$ cat src/rtl/vga_sprite_compositor.sv
// vga_sprite_compositor
// Three-stage per-pixel renderer: tile background, NUM_SPRITES prioritised
// sprite channels with transparency and blink, and a lives-heart HUD.
// Sprite/HUD state is captured into shadow registers at frame_start so a
// frame never shows a half-updated scene. Sprite-0 collision flags are
// accumulated per frame and published at the next frame_start.
module vga_sprite_compositor #(
  parameter int NUM_SPRITES   = 4,
  parameter int SPRITE_W      = 40,
  parameter int SPRITE_H      = 40,
  parameter int BLOCK_WIDTH   = 40,
  parameter int TILE_COLS     = 16,
  parameter int TILE_ROWS     = 12,
  parameter int SCREEN_WIDTH  = 640,
  parameter int SCREEN_HEIGHT = 480,
  parameter int MAX_LIVES     = 5,
  parameter int BLINK_BIT     = 3
) (
  input  logic                             vga_clock,
  input  logic                             reset,
  input  logic                             frame_start,
  input  logic [9:0]                       row,
  input  logic [9:0]                       column,
  input  logic                             display_enable,
  input  logic [TILE_ROWS*TILE_COLS*3-1:0] background,
  input  logic [NUM_SPRITES*10-1:0]        sprite_x,
  input  logic [NUM_SPRITES*10-1:0]        sprite_y,
  input  logic [NUM_SPRITES*12-1:0]        sprite_color,
  input  logic [NUM_SPRITES-1:0]           sprite_enable,
  input  logic [NUM_SPRITES-1:0]           sprite_blink,
  input  logic [2:0]                       lives,
  input  logic                             show_hearts,
  output logic [3:0]                       vga_red,
  output logic [3:0]                       vga_green,
  output logic [3:0]                       vga_blue,
  output logic [NUM_SPRITES-1:0]           collision,
  output logic [7:0]                       frame_count
);

  // Tile coordinates must hold column/BLOCK_WIDTH for any 10-bit column so
  // off-screen pixels can be recognised rather than aliased onto the map.
  localparam int TC_W      = $clog2((1024 / BLOCK_WIDTH) + 1);
  localparam int NUM_TILES = TILE_ROWS * TILE_COLS;

  localparam logic [11:0] RGB_BDR   = 12'h000;
  localparam logic [11:0] RGB_SKY   = 12'h5AF;
  localparam logic [11:0] RGB_BLK   = 12'hA52;
  localparam logic [11:0] RGB_GND   = 12'h6A3;
  localparam logic [11:0] RGB_TKN   = 12'hFD0;
  localparam logic [11:0] RGB_HEART = 12'hF00;

  function automatic logic [11:0] tile_rgb(input logic [2:0] code);
    case (code)
      3'd0:    tile_rgb = RGB_BDR;
      3'd2:    tile_rgb = RGB_BLK;
      3'd3:    tile_rgb = RGB_GND;
      3'd4:    tile_rgb = RGB_TKN;
      default: tile_rgb = RGB_SKY;
    endcase
  endfunction

  function automatic logic [2:0] sat_lives(input logic [2:0] l);
    if (int'(l) > MAX_LIVES) sat_lives = 3'(MAX_LIVES);
    else                     sat_lives = l;
  endfunction

  // Per-frame shadow state
  logic [NUM_SPRITES*10-1:0] sh_x;
  logic [NUM_SPRITES*10-1:0] sh_y;
  logic [NUM_SPRITES*12-1:0] sh_color;
  logic [NUM_SPRITES-1:0]    sh_en;
  logic [NUM_SPRITES-1:0]    sh_blink;
  logic [2:0]                sh_lives;
  logic                      sh_hearts;

  // Pipeline state
  logic [9:0]             row_p0;
  logic [9:0]             col_p0;
  logic [TC_W-1:0]        trow_p0;
  logic [TC_W-1:0]        tcol_p0;
  logic                   vld_p0;
  logic [NUM_SPRITES-1:0] hit_p1;
  logic                   heart_p1;
  logic [2:0]             tile_p1;
  logic                   oob_p1;
  logic                   vld_p1;
  logic [11:0]            rgb_p2;

  // Combinational stage results
  logic [NUM_SPRITES-1:0] hit_c;
  logic                   heart_c;
  logic [2:0]             tile_c;
  logic                   oob_c;
  int                     tile_idx;
  logic [11:0]            spr_rgb;
  logic [11:0]            pix_c;
  logic [NUM_SPRITES-1:0] coll_new;
  logic [NUM_SPRITES-1:0] coll_work;

  // Frame boundary: latch scene state and advance the frame counter
  always_ff @(posedge vga_clock) begin
    if (reset) begin
      sh_x        <= '0;
      sh_y        <= '0;
      sh_color    <= '0;
      sh_en       <= '0;
      sh_blink    <= '0;
      sh_lives    <= '0;
      sh_hearts   <= 1'b0;
      frame_count <= 8'd0;
    end else if (frame_start) begin
      sh_x        <= sprite_x;
      sh_y        <= sprite_y;
      sh_color    <= sprite_color;
      sh_en       <= sprite_enable;
      sh_blink    <= sprite_blink;
      sh_lives    <= sat_lives(lives);
      sh_hearts   <= show_hearts;
      frame_count <= frame_count + 8'd1;
    end
  end

  // ---- Stage 1: register pixel coordinates and derive tile coordinates ----
  always_ff @(posedge vga_clock) begin
    row_p0  <= row;
    col_p0  <= column;
    trow_p0 <= TC_W'(row / BLOCK_WIDTH);
    tcol_p0 <= TC_W'(column / BLOCK_WIDTH);
  end

  // Valid travels with the pixel; cleared on reset so no partial pixels leak
  always_ff @(posedge vga_clock) begin
    if (reset) begin
      vld_p0 <= 1'b0;
      vld_p1 <= 1'b0;
    end else begin
      vld_p0 <= display_enable;
      vld_p1 <= vld_p0;
    end
  end

  // ---- Stage 2: sprite hits, heart hit, tile lookup ----
  always_comb begin
    hit_c = '0;
    for (int i = 0; i < NUM_SPRITES; i++) begin
      hit_c[i] = sh_en[i]
              && (sh_color[12*i +: 12] != 12'h000)
              && !(sh_blink[i] && frame_count[BLINK_BIT])
              && ({1'b0, col_p0} >= {1'b0, sh_x[10*i +: 10]})
              && ({1'b0, col_p0} <  ({1'b0, sh_x[10*i +: 10]} + 11'(SPRITE_W)))
              && ({1'b0, row_p0} >= {1'b0, sh_y[10*i +: 10]})
              && ({1'b0, row_p0} <  ({1'b0, sh_y[10*i +: 10]} + 11'(SPRITE_H)));
    end

    heart_c = 1'b0;
    for (int k = 0; k < MAX_LIVES; k++) begin
      if ((k < int'(sh_lives))
          && (int'(col_p0) >= 4 + 20 * k)
          && (int'(col_p0) <= 19 + 20 * k)) begin
        heart_c = 1'b1;
      end
    end
    heart_c = heart_c && sh_hearts && (row_p0 >= 10'd4) && (row_p0 <= 10'd19);

    tile_c   = 3'd0;
    tile_idx = int'(trow_p0) * TILE_COLS + int'(tcol_p0);
    if ((int'(tcol_p0) < TILE_COLS) && (int'(trow_p0) < TILE_ROWS)) begin
      for (int t = 0; t < NUM_TILES; t++) begin
        if (t == tile_idx) tile_c = background[3*t +: 3];
      end
    end

    oob_c = (int'(col_p0) >= SCREEN_WIDTH) || (int'(row_p0) >= SCREEN_HEIGHT);
  end

  always_ff @(posedge vga_clock) begin
    hit_p1   <= hit_c;
    heart_p1 <= heart_c;
    tile_p1  <= tile_c;
    oob_p1   <= oob_c;
  end

  // ---- Stage 3: priority mux, collision detect, output register ----
  always_comb begin
    spr_rgb = 12'h000;
    for (int i = NUM_SPRITES - 1; i >= 0; i--) begin
      if (hit_p1[i]) spr_rgb = sh_color[12*i +: 12];
    end

    pix_c = 12'h000;
    if (vld_p1) begin
      if (oob_p1)        pix_c = RGB_BDR;
      else if (heart_p1) pix_c = RGB_HEART;
      else if (|hit_p1)  pix_c = spr_rgb;
      else               pix_c = tile_rgb(tile_p1);
    end

    coll_new = '0;
    if (vld_p1 && hit_p1[0]) coll_new = {hit_p1[NUM_SPRITES-1:1], 1'b0};
  end

  always_ff @(posedge vga_clock) begin
    if (reset) rgb_p2 <= 12'h000;
    else       rgb_p2 <= pix_c;
  end

  // A pixel landing on frame_start belongs to the frame that is starting
  always_ff @(posedge vga_clock) begin
    if (reset) begin
      coll_work <= '0;
      collision <= '0;
    end else begin
      if (frame_start) collision <= coll_work;
      coll_work <= (frame_start ? '0 : coll_work) | coll_new;
    end
  end

  assign vga_red   = rgb_p2[11:8];
  assign vga_green = rgb_p2[7:4];
  assign vga_blue  = rgb_p2[3:0];

endmodule

$ cat config.mk
export PLATFORM = sky130hd
export DESIGN_NAME = vga_sprite_compositor
export DESIGN_NICKNAME = d
export VERILOG_FILES = /design/src/rtl/vga_sprite_compositor.sv
export SDC_FILE = /design/constraint.sdc
export NUM_CORES = 1
export LEC_CHECK = 0
export CORE_AREA = 2 2 299 301
export CTS_CLUSTER_DIAMETER = 50
export DETAILED_ROUTE_END_ITERATION = 6
export DIE_AREA = 0 0 301 303
export DONT_BUFFER_PORTS = 1
export SKIP_LAST_GASP = 1
export SLEW_MARGIN = 0
export SYNTH_ARGS = -nofsm -noshare
export SYNTH_HDL_FRONTEND = slang
export SYNTH_SLANG_ARGS = --single-unit
export TNS_END_PERCENT = 1
$ cat constraint.sdc
create_clock -name vga_clock -period 3.3 [get_ports vga_clock]
set_input_delay 0.495 -clock vga_clock [delete_from_list [all_inputs] [get_ports vga_clock]]
set_output_delay 0.495 -clock vga_clock [all_outputs]
set_load 0.05 [all_outputs]
=== After elaboration in Yosys (flattened, before gate mapping) ===
Index checks and enable logic that the tools add are counted.

* Add/sub/neg operators: 10
* Div/mod/pow operators: 2
* Magnitude comparators: 38
* Equal/unequal tests: 194
* Muxes and demuxes: 207
* Bitwise logic cells: 2
* Reduce and logical (&&, ||, !) cells: 57

{| class="wikitable"
|+ Operators by type and width
! operator !! number
|-
| equality test 7 x 10 -> 1 bit, first input constant || 64
|-
| equality test 8 x 10 -> 1 bit, first input constant || 64
|-
| two-way mux 3 bit || 193
|-
| equality test 6 x 10 -> 1 bit, first input constant || 32
|-
| equality test 5 x 10 -> 1 bit, first input constant || 16
|-
| adder 10 x 6 -> 11 bit, second input constant || 8
|-
| less-than comparator 10 x 11 -> 1 bit || 8
|-
| equality test 4 x 10 -> 1 bit, first input constant || 8
|-
| >= comparator 10 bit || 8
|-
| two-way mux 12 bit || 6
|-
| divider 10 x 6 -> 32 bit, second input constant || 2
|-
| one-hot mux 12 bit (4 select lines) || 1
|-
| nonzero test 12 bit || 4
|-
| logical AND 1 bit || 43
|-
| equality test 3 x 10 -> 1 bit, first input constant || 4
|-
| logical NOT 32 bit || 1
|-
| equality test 2 x 10 -> 1 bit, first input constant || 2
|-
| >= comparator 10 x 3 -> 1 bit, second input constant || 2
|-
| >= comparator 10 x 7 -> 1 bit, second input constant || 2
|-
| less-or-equal comparator 10 x 5 -> 1 bit, second input constant || 2
|-
| less-or-equal comparator 10 x 6 -> 1 bit, second input constant || 2
|-
| less-or-equal comparator 10 x 7 -> 1 bit, second input constant || 2
|-
| adder 9 x 5 -> 10 bit || 1
|-
| equality test 1 x 10 -> 1 bit, first input constant || 1
|-
| 22 further kinds || 34
|}

* Bits in registers: 209
* Input port bits: 740
* Output and inout port bits: 24
* Word-level logic and storage cells: 532

=== Depth between registers and ports, before layout ===
Gate-level depths: netlist of the first run.

* Word-level depth: 194
* Depth in mapped cells: 16
* Mapped depth without buffers: 13

=== Least setup slack after synthesis of the first run ===
No wires, ideal clock.

* Path type: reg2reg
* Start: register tcol_p0[4]
* End: register tile_p1[2]
* Library setup time: 0.124 ns
* Arrival: 3.007 ns
* Data required time: 3.176 ns
* Path slack: 0.169 ns
* Stages on the path, launching flop included: 13
* Buffers on the path: 1
* Clock period less this slack: 3.131 ns
* Path through: dfxtp_1 ha_1 ha_1 buf_4 and3_4 mux2i_4 nand3_2 a211oi_2 a21oi_1 or4_1 or4_1 a211oi_1 o31ai_1

* Cells in the longest elaborated chain, start to end: 194
* Elaborated cells on any way between the ends: 387
* Classes of those cells: add/sub (1); order compare (1); eq/ne (191); mux (192); reduce/logical (2)

{| class="wikitable"
|+ Ends and longest elaborated chain
! what !! line !! RTL
|-
| start: declaration || 80 || <nowiki>logic [TC_W-1:0] tcol_p0;</nowiki>
|-
| start signal: assignment || 128 || <nowiki>tcol_p0 <= TC_W'(column / BLOCK_WIDTH);</nowiki>
|-
| adder 9 x 5 -> 10 bit || 166 || <nowiki>tile_idx = int'(trow_p0) * TILE_COLS + int'(tcol_p0);</nowiki>
|-
| logical NOT 32 bit || 169 || <nowiki>if (t == tile_idx) tile_c = background[3*t +: 3];</nowiki>
|-
| two-way mux 3 bit (192 in series) || 169 ||
|-
| end signal: assignment || 179 || <nowiki>tile_p1 <= tile_c;</nowiki>
|-
| end: declaration || 84 || <nowiki>logic [2:0] tile_p1;</nowiki>
|}

Parallel ways exist; a longest one is shown, timed or not.
A chain may end at the register's enable or synchronous reset.

=== Worst setup path in the final report of the first run ===
* Start: register tcol_p0[4]
* End: register tile_p1[1]

Same word-level chain as after synthesis.

==> results of run 1 <==
==> worst max-delay path, cell delays in order, from the launching register on <==
cell	delay, ns
dfxtp_2	0.33
ha_4	0.16
ha_4	0.15
and3_4	0.21
mux2_4	0.31
buf_4	0.28
nor2_2	0.07
buf_4	0.21
a32oi_1	0.39
buf_4	0.19
a21oi_1	0.06
o32ai_1	0.27
and4_1	0.29
o211a_1	0.21
o21ai_1	0.09
==> state kept, by name, indices dropped and copies added, names as in the netlist, 3 cells and up <==
register and cells:
col_p0 10, coll_work 3, collision 3, frame_count 8
hit_p1 4, rgb_p2 12, row_p0 10, sh_blink 4
sh_color 48, sh_en 4, sh_lives 3, sh_x 40
sh_y 40, tcol_p0 5, tile_p1 3, trow_p0 5
==> repair_timing <==
item | 4_1_cts | 5_1_grt
endpoints found under the hold margin | 43 | 0
pin swaps | 27 | 19
endpoints found under the setup margin | 3 | 3
gates resized for setup | 91 | 58
hold buffers | 30 | 0
buffers inserted | 20 | 4
gates cloned | 1 | 0
==> per-stage QoR <==
step            util  power [mW]  worst slack (ns)  instances  hold slack (ns)
2_1_floorplan      -        5.17             0.169       2647            0.414
3_5_place_dp   0.280        7.73            -0.405       4131            0.424
6_report       0.308        11.9           -0.0564       4303           0.0435
3_3_place_gp   0.280        7.75            -0.450       4131            0.428
4_1_cts        0.304        11.7           -0.0137       4248         0.000777
5_1_grt        0.308        12.3           -0.0501       4288          0.00698
==> report_power, final <==
group / total (mW) / internal (mW) / switching, mW
Sequential: 2.86 / 2.65 / 0.205
Clock: 3.71 / 2.24 / 1.47
Combinational: 5.31 / 2.08 / 3.23
Total: 11.9 / 6.97 / 4.91
==> routing by layer <==
layer,GRT usage,share of wire,vias to the layer above
met5,0.00569,0.00038,-
met4,0.311,0.11,10
met3,0.0976,0.092,625
met2,0.569,0.47,1616
met1,0.333,0.33,11840
li1,-,-,10792
==> final timing paths <==
path,endpoint,slack (ns),cells past startpoint
hold reg to reg,vld_p1,0.45,1
setup reg to reg,tile_p1[1],-0.06,14
hold / removal,sh_color[30],0.04,1
setup / recovery,tile_p1[1],-0.06,14
==> cell usage in the layout, fill, tap and decap left out, types with 11 or more instances in the layout <==
master and instances:
nor2b_1 32, nor2_1 317, xor2_1 16, clkbuf_16 36, buf_12 36, diode_2 51, a21oi_1 222, buf_4 457
a221oi_1 11, a31oi_1 36, o22ai_1 55, o2111ai_1 19, buf_6 20, xnor2_1 39, nand2_1 164, ha_1 147
dlygate4sd3_1 30, a211oi_1 26, o21a_1 14, nor3_1 63, o221ai_1 18, nand4_1 11, o21ai_1 11, a32oi_1 15
o21ai_0 183, o211ai_1 22, a22oi_1 18, o31ai_1 17, dfxtp_1 202, mux2_2 11, nand3_1 51, nand2b_1 29
nor4_1 27, and3_1 13, mux2i_1 194, inv_1 123, a21o_1 36
==> cells by family after synthesis <==
| family | count (synthesis) | synth area share |
|---|---|---|
| and+or+nand+nor | 825 | 0.198 |
| DFF | 207 | 0.209 |
| adders and majority gates | 152 | 0.0954 |
| other | 1 | 0.000189 |
| buffers and inverters | 299 | 0.0639 |
| xor gates and xnor gates | 55 | 0.0243 |
| AOI/OAI and AO/OA | 896 | 0.298 |
| muxes | 212 | 0.112 |
==> layout make-up <==
class	count	area [sq um]
fill	9627	60800
multi-input combinational	2142	15000
timing repair buffer	547	4740
sequential	207	4160
tap	1165	1460
clock buffer	45	975
inverter	125	472
clock inverter	21	221
antenna	51	128
==> summary.txt, run 1 <==
Run status
  • Outcome: finished, violations left
  • Failing checks: setup timing

Hold path
  • Hold_sp: reset
  • Type of the tightest min-delay check: in2reg

Synthesis
  • Most frequent cells after synthesis: nor2_1 (323), a21oi_1 (226), dfxtp_1 (207), o21ai_0 (197), mux2i_1 (194)
  • Synth top area cells: dfxtp_1 (21%), mux2i_1 (9.8%), ha_1 (9.4%)
  • Post-Syn Instances: approximately 2600
  • Synthesized net count: ~3500
  • Post-synthesis async set-or-reset flop share: 0
  • Post-synth EDFFs: 0
  • Synth Flop Type: dfxtp_1
  • Ys Warns: 0
  • Yosys reg bits: 207
  • Cell Area, Synth: between 15000 and 20000 sq um
  • Seq/Total Area, Yosys: 0.209
  • Most common cell in the synthesized netlist: nor2_1
  • Avg Inst Size Synth: between 7 and 8 sq um
  • Top cell type by total area after synthesis: dfxtp_1
  • Share of the synthesized area in the top cell type: 0.209
  • Count of cell types in the netlist: 97

Global route
  • First-pass GRT wire length: between 200000 and 250000 um
  • Total gr overflow: 0
  • GRT Util Overall: 0.336
  • Vias in the first global route: approximately 25000
  • Initial antenna violation count: between 50 and 60
  • Pin count of the biggest net entering global routing: ~150

CTS
  • CTS root buf: clkbuf_16
  • Clock Latency Late Sink: 0.55 ns
  • CTS tree: built
  • Sink Count: between 200 and 250
  • # H-tree levels: 2
  • CTS Buffer Depth: 3
  • CTS Buf Count: 36
  • Clk pin slew, worst setup/hold paths: roughly 0.060 ns

Worst setup path
  • Critical Path RT: ~3.7 ns
  • Startpoint Class: flop
  • Setup crit start: tcol_p0[4]
  • Max FO, Critical Path: 13
  • Crit path DAT: roughly 3.8 ns
  • WS Path Type: reg2reg
  • Crit end category: flop
  • Launching point of the worst reg2reg path: tcol_p0[4]

Timing
  • Final Hold Fails: 0
  • Final Setup Violations: 3
  • Layout Skew: around 0.027 ns
  • Period utilization: 1.02
  • Setup TNS Final: -0.0940 ns
  • FMAX: about 300 MHz
  • Max_slew headroom: 0.287
  • RSZ-0062 raised after global routing: true
  • Worst setup margin: -0.0564 ns
  • Tightest Pin Transition: approximately 1.1 ns
  • Final Critical Period: 3.36 ns
  • Slew Limit Fails: 0

Floorplanning
  • Die X: 301 um
  • Die Ht: around 300 um
  • Full die area: a little over 90000 sq um
  • Core Rows: roughly 110
  • Boundary Pins: 764
  • Starting Density: 0.226
  • Core Area: 88000 sq um

Drt
  • Vias per cell: just under 6
  • DRC viols: 0
  • Initial DRC count: 2552
  • Drt first pass iters: 7
  • Via count: roughly 25000
  • Wire length per cell: 37.2 um
  • Final wirelength: around 160000 um
  • DRT antenna net count: 0

Place
  • Post-DP Area: about 25000 sq um
  • Count of port buffers added during placement: 0
  • RePlAce Congestion: 1.09
  • Post-DP HPWL: between 100000 and 150000 um

Finish
  • Layout area overhead: 36.7%
  • Share of cells above drive strength 1: 0.236
  • Final nets: between 3000 and 4000
  • Fin area: between 20000 and 30000 sq um

Power and ir drop
  • P per Cell Area: approximately 440 nW/um^2
  • Leak Pwr: 11.2 nW
  • Peak VDD IR: ~0.00051 V

Flow run
  • Max-Cap Viols: 0
No activity file was read; power rests on OpenSTA's default activity.
==> run 2: changes to the inputs <==
--- a/config.mk
+++ b/config.mk
@@ -5,10 +5,10 @@
 export SDC_FILE = /design/constraint.sdc
 export NUM_CORES = 1
 export LEC_CHECK = 0
-export CORE_AREA = 2 2 299 301
+export CORE_AREA = 2 2 293 295
 export CTS_CLUSTER_DIAMETER = 50
 export DETAILED_ROUTE_END_ITERATION = 6
-export DIE_AREA = 0 0 301 303
+export DIE_AREA = 0 0 295 297
 export DONT_BUFFER_PORTS = 1
 export SKIP_LAST_GASP = 1
 export SLEW_MARGIN = 0
==> run 2 against run 1 <==
Compared with the run above: the flow still finishes with violations (setup timing); clock power is 10% lower; flip-flop and latch count stayed put; fmax is 2.4% lower; clock-buffer cell count is 9 lower; sequential power hardly changed; core utilization is 0.71 points higher; cell count is 1.3% lower; clock skew is 0.0099 ns higher; final area is 1.7% lower; largest cell class unchanged; highest routed layer unchanged.
==> summary.txt, run 2 (same netlist as run 1, synthesis figures left out) <==
Drt
  • Wire length per cell: 37.4 um (+0.46%)
  • Final wirelength: 159000 um (-0.80%)
  • DRC viols: 0 (unchanged)
  • Vias per cell: 5.90 (+2.0%)
  • DRT antenna net count: 0 (unchanged)
  • Drt first pass iters: 7 (unchanged)
  • Via count: 25067 (+0.74%)
  • Initial DRC count: 2582 (+1.2%)

Timing
  • RSZ-0062 raised after global routing: true
  • FMAX: 291 MHz (-2.4%)
  • Final Setup Violations: 3 (unchanged)
  • Setup TNS Final: -0.360 ns (-0.266 ns)
  • Tightest Pin Transition: 0.967 ns (-0.0990 ns)
  • Slew Limit Fails: 0 (unchanged)
  • Layout Skew: 0.0372 ns (+0.00988 ns)
  • Hold Slack: 0.0485 ns (+0.00495 ns)
  • Final Hold Fails: 0 (unchanged)
  • Final Critical Period: 3.44 ns (+0.0834 ns)
  • Worst setup margin: -0.140 ns (-0.0834 ns)
  • Max_slew headroom: 0.353 (+0.0658)
  • Period utilization: 1.04 (+0.0253)

Worst setup path
  • Reg2Reg Capture Point: tile_p1[0]
  • Crit-path most repeated cell: buf_4
  • CP cell instances: buf_4 > nand2b_1 > buf_12 > buf_4 > nor2_1 > nor3_2 > buf_4 > a22oi_2 > a21o_1 > a221oi_2 > o211ai_1 > or4_1 > o221ai_1
  • WP depth: 13 (-1)
  • Crit-path leading delay family: simple AND/OR/NAND/NOR gates
  • Setup crit start: tcol_p0[1]
  • CP max stage delay: 0.54 ns (+0.15 ns)
  • Max FO, Critical Path: 12 (-1)
  • Critical Path RT: 3.80 ns (+0.10 ns)
  • Slowest CP cell: or4_1
  • WS Path Type: reg2reg
  • Reg2Reg Depth: 13 (-1)
  • Crit path DAT: 3.94 ns (+0.18 ns)
  • Launching point of the worst reg2reg path: tcol_p0[1]
  • Worst Setup EP: tile_p1[0]
  • Crit end category: flop
  • Bufs and invs on worst path: 4 (+1)
  • Startpoint Class: flop
  • Reg2reg setup slack: -0.14 ns (-0.08 ns)

CTS
  • Clock Latency Late Sink: 0.59 ns (+0.04 ns)
  • # H-tree levels: 1 (-1)
  • CTS Buffer Depth: 3 (unchanged)
  • Sink Count: 207 (unchanged)
  • CTS root buf: clkbuf_16
  • Clk pin slew, worst setup/hold paths: 0.06 ns (about the same)
  • CTS tree: built
  • CTS Buf Count: 31 (-14%)

Floorplanning
  • Die X: 295 um (-2.0%)
  • Boundary Pins: 764 (unchanged)
  • Core Area: 84500 sq um (-4.0%)
  • Starting Density: 0.235 (+0.00932)
  • Full die area: 87600 sq um (-3.9%)
  • Core Rows: 107 (-1.8%)
  • Die Ht: 297 um (-2.0%)

Finish
  • Most frequent cells in the layout: buf_4 (442), nor2_1 (318), a21oi_1 (224)
  • Share of cells above drive strength 1: 0.222 (-0.0136)
  • Most common cell after layout, fill and taps aside: buf_4
  • Final nets: 3916 (-0.81%)
  • Max reg flops: 48 (unchanged)
  • Top reg by flops: sh_color
  • Layout area overhead: 34.3%
  • Largest regs: sh_color x48, sh_x x40, sh_y x40
  • Filler cells: 9265 (-3.8%)

Global route
  • Vias in the first global route: 24467 (-0.74%)
  • First-pass GRT wire length: 210000 um (+0.11%)
  • Pin count of the biggest net entering global routing: 151 (unchanged)
  • GRT Util Overall: 0.350 (+0.0134)
  • Total gr overflow: 0 (unchanged)
  • Initial antenna violation count: 65 (+16%)

Power and ir drop
  • Peak VDD IR: 0.000387 V (-24%)
  • Leak Pwr: 11.0 nW (-1.6%)
  • P per Cell Area: 430 nW/um^2 (-1.9%)
  • Total power: 11.5 mW (-3.6%)

Run status
  • Outcome: finished, violations left
  • Failing checks: setup timing

Place
  • RePlAce Congestion: 1.11 (+2.0%)
  • Post-DP HPWL: 130000 um (-2.3%)
  • Count of port buffers added during placement: 0 (unchanged)

Flow run
  • Max-Cap Viols: 0 (unchanged)

Hold path
  • Type of the tightest min-delay check: in2reg
run 2: area by class of cell:
type,instances,area (sq um),area share
tap,1144,1430,0.0537
sequential,207,4160,0.156
inverter,125,469,0.0176
timing repair buffer,521,4590,0.172
clock inverter,21,223,0.00836
antenna,54,135,0.00507
clock buffer,36,825,0.0309
multi-input combinational,2141,14800,0.556
run 2: layer usage:
metal | track usage | wire [um]
met2 | 0.573 | 74200
met5 | 0 | 99
met4 | 0.340 | 18100
met1 | 0.349 | 52300
met3 | 0.105 | 14300
run 2: report_power, final:
group	total [mW]	internal (mW)	switching, mW	leakage, nW
combinational	5.25	2.05	3.20	8.79
sequential	2.88	2.65	0.230	1.71
clock	3.33	1.93	1.39	0.514
run 2: worst min path at each step:
| stage | cells after the start | slack [ns] | from | to |
|---|---|---|---|---|
| after floorplan | 1 | 0.41 | vld_p0 | vld_p1 |
| after global placement | 1 | 0.42 | vld_p0 | vld_p1 |
| after detailed placement | 1 | 0.44 | vld_p0 | vld_p1 |
| after CTS | 2 | 0.01 | sprite_x[20] | sh_x[20] |
| after global routing | 2 | 0.03 | sprite_x[19] | sh_x[19] |
| final | 2 | 0.05 | sprite_x[20] | sh_x[20] |
run 2: repair_timing:
| item | CTS | global route |
|---|---|---|
| hold endpoints to repair | 155 | 0 |
| setup buffers | 24 | 6 |
| pin swaps | 29 | 15 |
| cloned | 3 | 0 |
| hold buffers | 24 | 0 |
| gates resized for setup | 91 | 17 |
| setup endpoints to repair | 3 | 3 |
run 2: stage by stage:
step | worst slack, ns | std cells | utilization | instance area [sq um]
floorplan | 0.169 | 2647 | - | 19800
global placement | -0.445 | 4082 | 0.289 | 24400
detailed placement | -0.382 | 4082 | 0.289 | 24400
CTS | 0.00269 | 4190 | 0.312 | 26400
global route | -0.172 | 4241 | 0.315 | 26600
finish | -0.140 | 4249 | 0.316 | 26700
